## config.mk

```make
export PLATFORM = sky130hd
export DESIGN_NAME = ysyx_23060124_lsu_axi
export DESIGN_NICKNAME = d
export VERILOG_FILES = /design/src/rtl/ysyx_23060124_lsu_axi_pkg.sv /design/src/rtl/ysyx_23060124_lsu_align.sv /design/src/rtl/ysyx_23060124_lsu_axi.sv
export SDC_FILE = /design/constraint.sdc
export NUM_CORES = 1
export LEC_CHECK = 0
export CORE_ASPECT_RATIO = 0.6
export CORE_MARGIN = 3
export CORE_UTILIZATION = 39
export CTS_CLUSTER_SIZE = 8
export DETAILED_ROUTE_END_ITERATION = 10
export GPL_ROUTABILITY_DRIVEN = 1
export PLACE_DENSITY = 0.89
export SYNTH_ARGS = -nofsm -noshare
export SYNTH_HDL_FRONTEND = slang
export SYNTH_SLANG_ARGS = --single-unit
```

## constraint.sdc

```tcl
create_clock -name clock -period 2.68 [get_ports clock]
set_clock_uncertainty 0.2 [all_clocks]
set_input_delay 0.67 -clock clock [delete_from_list [all_inputs] [get_ports clock]]
set_output_delay 0.67 -clock clock [all_outputs]
set_load 0.03 [all_outputs]
```

## src/rtl/ysyx_23060124_lsu_axi_pkg.sv

```systemverilog
// Shared constants for the LSU AXI4-Lite master: access sizes, AXI response
// codes and FSM state encodings.
package ysyx_23060124_lsu_axi_pkg;

    // Access size encodings carried on req_size
    localparam logic [1:0] SIZE_B = 2'd0;
    localparam logic [1:0] SIZE_H = 2'd1;
    localparam logic [1:0] SIZE_W = 2'd2;

    // AXI response codes
    localparam logic [1:0] RESP_OKAY   = 2'd0;
    localparam logic [1:0] RESP_SLVERR = 2'd2;
    localparam logic [1:0] RESP_DECERR = 2'd3;

    // FSM states
    localparam logic [2:0] ST_IDLE = 3'd0;
    localparam logic [2:0] ST_RD_A = 3'd1;
    localparam logic [2:0] ST_RD_D = 3'd2;
    localparam logic [2:0] ST_WR   = 3'd3;
    localparam logic [2:0] ST_WR_B = 3'd4;
    localparam logic [2:0] ST_RESP = 3'd5;

endpackage

```

## src/rtl/ysyx_23060124_lsu_align.sv

```systemverilog
// Combinational lane logic for the LSU AXI master: store data/strobe lane
// placement, load lane extraction with sign/zero extension, and the
// alignment check. Only a 32-bit data path is supported.
module ysyx_23060124_lsu_align
    import ysyx_23060124_lsu_axi_pkg::*;
#(
    parameter int unsigned DATA_W = 32
) (
    input  logic [1:0]        off,
    input  logic [1:0]        size,
    input  logic              sext,
    input  logic [DATA_W-1:0] st_data,
    output logic [DATA_W-1:0] bus_wdata,
    output logic [3:0]        bus_wstrb,
    input  logic [DATA_W-1:0] bus_rdata,
    output logic [DATA_W-1:0] ld_data,
    output logic              misaligned
);

    logic [4:0]        lane_sh;
    logic [DATA_W-1:0] rd_shifted;

    assign lane_sh = {off, 3'b000};

    // Place store data in its byte lanes and build the matching strobe
    always_comb begin
        bus_wdata = st_data << lane_sh;
        bus_wstrb = 4'b0000;
        case (size)
            SIZE_B:  bus_wstrb = 4'b0001 << off;
            SIZE_H:  bus_wstrb = 4'b0011 << off;
            SIZE_W:  bus_wstrb = 4'b1111;
            default: bus_wstrb = 4'b0000;
        endcase
    end

    // Pull the addressed lanes down to bit 0 and extend to full width
    always_comb begin
        rd_shifted = bus_rdata >> lane_sh;
        ld_data    = rd_shifted;
        case (size)
            SIZE_B:  ld_data = {{(DATA_W-8){sext & rd_shifted[7]}}, rd_shifted[7:0]};
            SIZE_H:  ld_data = {{(DATA_W-16){sext & rd_shifted[15]}}, rd_shifted[15:0]};
            default: ld_data = rd_shifted;
        endcase
    end

    // Size 3 is treated as misaligned so it never reaches the bus
    always_comb begin
        case (size)
            SIZE_B:  misaligned = 1'b0;
            SIZE_H:  misaligned = off[0];
            SIZE_W:  misaligned = |off;
            default: misaligned = 1'b1;
        endcase
    end

endmodule

```

## src/rtl/ysyx_23060124_lsu_axi.sv

```systemverilog
// LSU memory-side stage: runs one load or store per transaction as an
// AXI4-Lite master and returns a single response.
// Optional bus watchdog enabled by defining YSYX_23060124_LSU_TIMEOUT_EN.
module ysyx_23060124_lsu_axi
    import ysyx_23060124_lsu_axi_pkg::*;
#(
    parameter int unsigned ADDR_W      = 32,
    parameter int unsigned DATA_W      = 32,
    parameter int unsigned TIMEOUT_CYC = 1024
) (
    input  logic              clock,
    input  logic              rst_n,
    input  logic              req_valid,
    output logic              req_ready,
    input  logic              req_wen,
    input  logic [ADDR_W-1:0] req_addr,
    input  logic [DATA_W-1:0] req_wdata,
    input  logic [1:0]        req_size,
    input  logic              req_sext,
    output logic              resp_valid,
    input  logic              resp_ready,
    output logic [DATA_W-1:0] resp_rdata,
    output logic              resp_err,
    output logic [ADDR_W-1:0] araddr,
    output logic              arvalid,
    input  logic              arready,
    input  logic [DATA_W-1:0] rdata,
    input  logic [1:0]        rresp,
    input  logic              rvalid,
    output logic              rready,
    output logic [ADDR_W-1:0] awaddr,
    output logic              awvalid,
    input  logic              awready,
    output logic [DATA_W-1:0] wdata,
    output logic [3:0]        wstrb,
    output logic              wvalid,
    input  logic              wready,
    input  logic [1:0]        bresp,
    input  logic              bvalid,
    output logic              bready
);

    logic [2:0]        state_q, state_d;
    logic [ADDR_W-1:0] addr_q, addr_d;
    logic [DATA_W-1:0] wdata_q, wdata_d;
    logic [1:0]        size_q, size_d;
    logic              sext_q, sext_d;
    logic [DATA_W-1:0] rdata_q, rdata_d;
    logic              err_q, err_d;
    logic              aw_done_q, aw_done_d;
    logic              w_done_q, w_done_d;

    logic [1:0]        al_off, al_size;
    logic [DATA_W-1:0] al_wdata, al_ldata;
    logic [3:0]        al_wstrb;
    logic              al_misaligned;
    logic              aw_now, w_now;

    // In IDLE the incoming request is checked; afterwards the latched copy drives the lanes
    assign al_off  = (state_q == ST_IDLE) ? req_addr[1:0] : addr_q[1:0];
    assign al_size = (state_q == ST_IDLE) ? req_size : size_q;

    ysyx_23060124_lsu_align #(
        .DATA_W(DATA_W)
    ) u_align (
        .off       (al_off),
        .size      (al_size),
        .sext      (sext_q),
        .st_data   (wdata_q),
        .bus_wdata (al_wdata),
        .bus_wstrb (al_wstrb),
        .bus_rdata (rdata),
        .ld_data   (al_ldata),
        .misaligned(al_misaligned)
    );

    assign aw_now = aw_done_q | awready;
    assign w_now  = w_done_q | wready;

`ifdef YSYX_23060124_LSU_TIMEOUT_EN
    logic [15:0] cnt_q, cnt_d;
    logic        bus_wait;

    assign bus_wait = (state_q == ST_RD_A) || (state_q == ST_RD_D) ||
                      (state_q == ST_WR) || (state_q == ST_WR_B);
`else
    logic unused_timeout;

    assign unused_timeout = ^TIMEOUT_CYC;
`endif

    // Next-state and datapath latching
    always_comb begin
        state_d   = state_q;
        addr_d    = addr_q;
        wdata_d   = wdata_q;
        size_d    = size_q;
        sext_d    = sext_q;
        rdata_d   = rdata_q;
        err_d     = err_q;
        aw_done_d = aw_done_q;
        w_done_d  = w_done_q;
        case (state_q)
            ST_IDLE: begin
                if (req_valid) begin
                    addr_d    = req_addr;
                    wdata_d   = req_wdata;
                    size_d    = req_size;
                    sext_d    = req_sext;
                    aw_done_d = 1'b0;
                    w_done_d  = 1'b0;
                    if (al_misaligned) begin
                        err_d   = 1'b1;
                        rdata_d = '0;
                        state_d = ST_RESP;
                    end else begin
                        state_d = req_wen ? ST_WR : ST_RD_A;
                    end
                end
            end
            ST_RD_A: begin
                if (arready) state_d = ST_RD_D;
            end
            ST_RD_D: begin
                if (rvalid) begin
                    rdata_d = al_ldata;
                    err_d   = (rresp != RESP_OKAY);
                    state_d = ST_RESP;
                end
            end
            ST_WR: begin
                // Address and data channels may complete in any order
                aw_done_d = aw_now;
                w_done_d  = w_now;
                if (aw_now && w_now) begin
                    aw_done_d = 1'b0;
                    w_done_d  = 1'b0;
                    state_d   = ST_WR_B;
                end
            end
            ST_WR_B: begin
                if (bvalid) begin
                    err_d   = (bresp != RESP_OKAY);
                    rdata_d = '0;
                    state_d = ST_RESP;
                end
            end
            ST_RESP: begin
                if (resp_ready) state_d = ST_IDLE;
            end
            default: state_d = ST_IDLE;
        endcase
`ifdef YSYX_23060124_LSU_TIMEOUT_EN
        cnt_d = '0;
        if (bus_wait && (state_d == state_q)) begin
            if (cnt_q == 16'(TIMEOUT_CYC - 1)) begin
                state_d   = ST_RESP;
                err_d     = 1'b1;
                rdata_d   = '0;
                aw_done_d = 1'b0;
                w_done_d  = 1'b0;
            end else begin
                cnt_d = cnt_q + 16'd1;
            end
        end
`endif
    end

    // State and datapath registers
    always_ff @(posedge clock or negedge rst_n) begin
        if (!rst_n) begin
            state_q   <= ST_IDLE;
            addr_q    <= '0;
            wdata_q   <= '0;
            size_q    <= '0;
            sext_q    <= 1'b0;
            rdata_q   <= '0;
            err_q     <= 1'b0;
            aw_done_q <= 1'b0;
            w_done_q  <= 1'b0;
        end else begin
            state_q   <= state_d;
            addr_q    <= addr_d;
            wdata_q   <= wdata_d;
            size_q    <= size_d;
            sext_q    <= sext_d;
            rdata_q   <= rdata_d;
            err_q     <= err_d;
            aw_done_q <= aw_done_d;
            w_done_q  <= w_done_d;
        end
    end

`ifdef YSYX_23060124_LSU_TIMEOUT_EN
    // Watchdog counter, restarted on every state change
    always_ff @(posedge clock or negedge rst_n) begin
        if (!rst_n) cnt_q <= '0;
        else        cnt_q <= cnt_d;
    end
`endif

    // Bus and response outputs are pure decodes of state, so reset clears them at once
    assign req_ready  = (state_q == ST_IDLE);
    assign resp_valid = (state_q == ST_RESP);
    assign resp_rdata = rdata_q;
    assign resp_err   = err_q;
    assign araddr     = {addr_q[ADDR_W-1:2], 2'b00};
    assign arvalid    = (state_q == ST_RD_A);
    assign rready     = (state_q == ST_RD_D);
    assign awaddr     = {addr_q[ADDR_W-1:2], 2'b00};
    assign awvalid    = (state_q == ST_WR) && !aw_done_q;
    assign wvalid     = (state_q == ST_WR) && !w_done_q;
    assign wdata      = al_wdata;
    assign wstrb      = al_wstrb;
    assign bready     = (state_q == ST_WR_B);

endmodule

```

Word-level counts from Yosys, hierarchy flattened
Index checks and enable logic that the tools add are counted. Widths: inputs -> output; s select.

Bits in registers: 105. Logic and storage cells: 76.

Eq/ne operators: 14. Shifts and indexed selects: 4. Mux-type cells: 29. Bitwise logic cells: 4. Reduce and logical (&&, ||, !) cells: 16.

Operator list (count): $mux 32 (4); $pmux 32 s3 (1); $pmux 32 s2 (1); $shl 32x5->32 (1); $shr 32x5->32 (1); $mux 3 (7); $pmux 3 s6 (1); $pmux 4 s3 (1); $ne 2x2->1 const B (4); $mux 1 (7); $eq 3x2->1 const B (2); $eq 3x3->1 const B (2); $mux 2 (3); $ne 2x1->1 const B (3); $pmux 1 s3 (2); $reduce_and 6->1 (1); $reduce_bool 2->1 (3); $reduce_and 5->1 (1); $pmux 1 s2 (2); $reduce_and 2->1 (2); $shl 1x2->4 const A (1); $shl 2x2->4 const A (1); $eq 3x1->1 const B (1); $logic_and 1x1->1 (3); 9 further kinds (12).

Longest topological paths before layout
Word-level depth: 7. Gate-level depth with buffers: 9. Mapped depth without buffers: 5.

Cells and area by module
From an unflattened synthesis, not the netlist that was laid out.

Cells, all modules: 612. Area, all modules: 6326.1 sq um.

Modules (own cells, without submodules): ysyx_23060124_lsu_axi (times used 1, cells each 399, area an instance 4868.4 sq um, sequential area each 2627.5 sq um); ysyx_23060124_lsu_align (times used 1, cells each 213, area an instance 1457.6 sq um, sequential area each 0.0 sq um).

Worst setup path before layout
Ideal clock, no wire load.

Path kind: register -> output. From: register state_q[2]. To: output wdata[16]. Arrival time: 2.314 ns. Required time: 1.810 ns. Path slack: -0.504 ns. Cell stages (with the launch flop): 8. Buffers on the path: 3. Path through: dfrtp_1 -> nor3_4 -> buf_6 -> mux2i_4 -> buf_2 -> buf_4 -> mux2i_1 -> o21ai_0.

Word-level cells in the longest chain between the ends: 3.

RTL lines: start: declaration (RTL line ysyx_23060124_lsu_axi.sv:43) `logic [2:0] state_q, state_d;`; start signal: assignment (RTL line ysyx_23060124_lsu_axi.sv:182) `state_q <= state_d;`; $logic_not 3->1 (RTL line ysyx_23060124_lsu_axi.sv:60) `assign al_off = (state_q == ST_IDLE) ? req_addr[1:0] : addr_q[1:0];`; $mux 2 (RTL line ysyx_23060124_lsu_axi.sv:60); $shl 32x5->32 (RTL line ysyx_23060124_lsu_align.sv:27) `bus_wdata = st_data << lane_sh;`; end: declaration (RTL line ysyx_23060124_lsu_axi.sv:34) `output logic [DATA_W-1:0] wdata,`.

Every way passes these cells.

Final worst setup path
From: register state_q[2]. To: output wdata[29].

The elaborated chain is that of the path after synthesis.

==> impl_metrics.env <==
export IMPL_net_switching_power_w=0.00719
export IMPL_layout_cells_most_common_list="nand2_1 (226), clkdlybuf4s50_1 (202), dfrtp_1 (105)"
export IMPL_violated_checks="setup timing"
export IMPL_synth_top_cells_by_area="dfrtp_1 (44%), nand2_1 (14%), buf_4 (8.5%)"
export IMPL_cts_tree="done"
export IMPL_dieArea_sq_mm=0.0167
export IMPL_yosys_area_share_adder_pct=0
export IMPL_synth_cell_area_sq_mm=0.00592
export IMPL_cts_buffers=9
export IMPL_io_pins=253
export IMPL_grt_overflow_total=0
export IMPL_p_leak_nw=4.44
export IMPL_fillers=1071
export IMPL_clk_network_pwr_share_pct=9.1
export IMPL_placed_area_sq_mm=0.00888
export IMPL_design_final_nets=1018
export IMPL_placementRows=34
export IMPL_total_power_consumption_of_the_routed_design_w=0.0154
export IMPL_post_synth_num_cell_types=48
export IMPL_status="complete, but fails checks"
export IMPL_relSlewSlack_pct=60.4
export IMPL_timing_setup_critical_path_class="flip-flop to output port"
export IMPL_grt_usage_pct=24.4
export IMPL_detail_route_iter0_violations=407
export IMPL_wire_length_per_cell_after_detailed_routing_um=19.0
export IMPL_met2RoutedLength_mm=10.1
export IMPL_rsz_0062_raised_after_global_routing="true"
export IMPL_floorplan_die_height_um=101
export IMPL_global_route_wire_length_before_repair_mm=31.8
export IMPL_peak_vdd_ir_v=0.00123
export IMPL_first_pass_iters=5
export IMPL_timing_final_crit_share_pct=118
export IMPL_io_buffer_count=248
export IMPL_synth_seq_cells=105
export IMPL_mostFrequentLayoutCell="nand2_1"
export IMPL_synth_mux_area_share_pct=12.1
export IMPL_area_taken_by_multi_input_logic_gates_sq_mm=0.00325
export IMPL_ant_nets=0
export IMPL_seqCellArea_sq_mm=0.00263
export IMPL_cts_root_buf="clkbuf_16"
export IMPL_synthCells=666
export IMPL_timing_critical_path_cells="nor3_4 -> buf_6 -> mux2i_4 -> clkbuf_16 -> mux2_2 -> nor2_4 -> a21oi_4 -> buf_6"
export IMPL_core_area_sq_mm=0.0147
export IMPL_ys_warn_count=0
export IMPL_worst_endpoint_arrival_ps=2300
export IMPL_first_global_vias=5747
export IMPL_final_area_sq_mm=0.00989
export IMPL_synth_top_family_by_area="simple AND/OR/NAND/NOR gates"
export IMPL_routabilityCongestion=0.862
export IMPL_grt_antenna_before_repair=0
export IMPL_yosys_area_share_xor_xnor_pct=0
export IMPL_synth_compound_area_share_pct=11.0
export IMPL_grt_max_degree=68
export IMPL_die_width_um=165
export IMPL_reg2regPathDepth=10
export IMPL_postRouteWirelength_mm=21.1
export IMPL_ctsHtreeMaxLevel=3
export IMPL_sequentialPowerShare_pct=19.3
export IMPL_layout_area_overhead_vs_synth_pct=67.1
export IMPL_drive_gt1_share_pct=26.6
export IMPL_hold_buffers=0
export IMPL_timing_critical_path_from_type="flip-flop"
export IMPL_clock_tree_buffer_depth=2
export IMPL_routed_top_layer="met4"
export IMPL_cts_sinks=105
export IMPL_timing_max_cap_violations=0
export IMPL_setup_violations=36
export IMPL_synth_top_area_cell="dfrtp_1"
export IMPL_swShare_pct=46.8
export IMPL_num_antenna_cells=0
export IMPL_layout_min_cycle_time_ps=3170
export IMPL_async_reset_ff_share_pct=100
export IMPL_worstMarginPinSlew_ps=588
export IMPL_max_stage_delay_ps=400
export IMPL_post_layout_nonfiller_instances=1108
export IMPL_fin_hold_ws_ps=92.1
export IMPL_synth_top_area_share_pct=44.4
export IMPL_initial_core_utilization_pct=40.3
export IMPL_ys_flop_type="dfrtp_1"
export IMPL_drt_drc_violations_left=0
export IMPL_maximum_clock_rate_ghz=0.316
export IMPL_met3_length_mm=1.99
export IMPL_slowest_stage="dfrtp_1"
export IMPL_cellPowerDensity_mw_per_mm2=1550
export IMPL_min_delay_path_class="input port to asynchronous set/reset pin"
export IMPL_crit_path_max_fanout=7
export IMPL_clk_pin_slew_ps=80
export IMPL_worst_setup_path_end_kind="output port"
export IMPL_synth_simple_gate_area_share_pct=20.6
export IMPL_avgSynthCellArea_sq_um=8.88
export IMPL_finalHoldViolCount=0
export IMPL_clock_latency_ps=340
export IMPL_setup_slack_ps=-486
export IMPL_internal_power_w=0.00817
export IMPL_ys_seq_area_share_pct=44.4
export IMPL_combinationalPowerShare_pct=71.6
export IMPL_detailed_place_hpwl_mm=14.8
export IMPL_synth_enable_flop_cells=0
export IMPL_final_max_slew_viol_count=0
export IMPL_cp_common_cell="buf_6"
export IMPL_met1Wirelength_mm=8.60
export IMPL_viasPerCell=5.17
export IMPL_cp_data_required_time_ps=1810
export IMPL_via_count=5730
export IMPL_placed_cells_incl_taps=1072
## power by group through the flow
stage	sequential (W)	clock (W)	combinational, W
floorplan	0.00309	0	0.00619
global placement	0.00289	0	0.00923
detailed placement	0.00291	0	0.00943
CTS	0.00293	0.00142	0.0106
global route	0.00304	0.00150	0.0116
finish	0.00296	0.00139	0.0110
## final cells by class
cell class,instances,share of cell area [%]
clock inverters,5,0.620
clock buffers,11,2.56
well taps,198,2.51
repair buffers,327,34.7
flip-flops and latches,105,26.6
multi-input cells,458,32.9
inverters,4,0.152
## cell usage after synthesis (2+ instances only)
cell	instances
nand2_1	227
a32oi_1	2
a22oi_1	7
nor2b_1	13
a221oi_1	2
o31ai_1	10
mux2_2	28
mux2_4	5
o21ai_0	17
nor2_1	41
buf_2	14
buf_4	67
nand2b_1	2
dfrtp_1	105
inv_1	4
mux2i_1	23
a221o_1	16
clkbuf_1	17
a22o_1	2
mux4_2	2
nor3_1	5
a21oi_1	26
a211o_1	2
buf_6	3
nor3b_1	3
## registers in the layout, summed over array words and instances, names as in the netlist
signal and flops:
addr_q 32, aw_done_q 1, resp_err 1, resp_rdata 32, sext_q 1, size_q 2
state_q 3, w_done_q 1, wdata_q 32
## worst paths after layout
kind	start	endpoint	slack (ps)
worst max register to register	state_q[2]	resp_rdata[31]	110
worst min-delay path	rst_n	wdata_q[20]	90
worst max-delay path	state_q[2]	wdata[29]	-490
max in group asynchronous	rst_n	addr_q[17]	1450
min in group clock	resp_rdata[5]	resp_rdata[5]	280
worst min register to register	resp_rdata[5]	resp_rdata[5]	280
## kinds of logic (layout without fill, tap and decap cells)
kind of cell / count (synthesis) / count (layout)
other: 1 / 4
and+or+nand+nor: 300 / 300
buffers and inverters: 106 / 347
AOI/OAI and AO/OA: 93 / 93
muxes: 61 / 61
DFF: 105 / 105
## stage by stage
stage	worst slack (ps)	utilization (%)	setup TNS [ps]
floorplan	-69.3	-	-997
global placement	-852	60.5	-28040
detailed placement	-879	60.5	-29100
CTS	-505	66.1	-13260
global route	-560	67.4	-14660
finish	-486	67.4	-11890
## critical path, delay by kind of cell, from the launching register on
kind / cells / cell delay (ps)
AO/OA/AOI/OAI: 1 / 40
buffers and inverters: 3 / 520
flip-flops: 1 / 400
multiplexers: 2 / 680
AND/OR/NAND/NOR: 2 / 300
## metal layers
metal | vias up | GRT usage (%)
met1 | 2761 | 32.6
met2 | 282 | 39.6
met3 | 31 | 7.15
met5 | - | 0
met4 | 0 | 5.73
li1 | 2656 | -
## timing repair
action / in CTS / in global routing
pin swaps: 9 / 7
buffers inserted: 14 / 8
gates resized for setup: 179 / 31
cloned: 1 / 0
setup endpoints to repair: 58 / 62
Power figures use the tool's default switching activity.
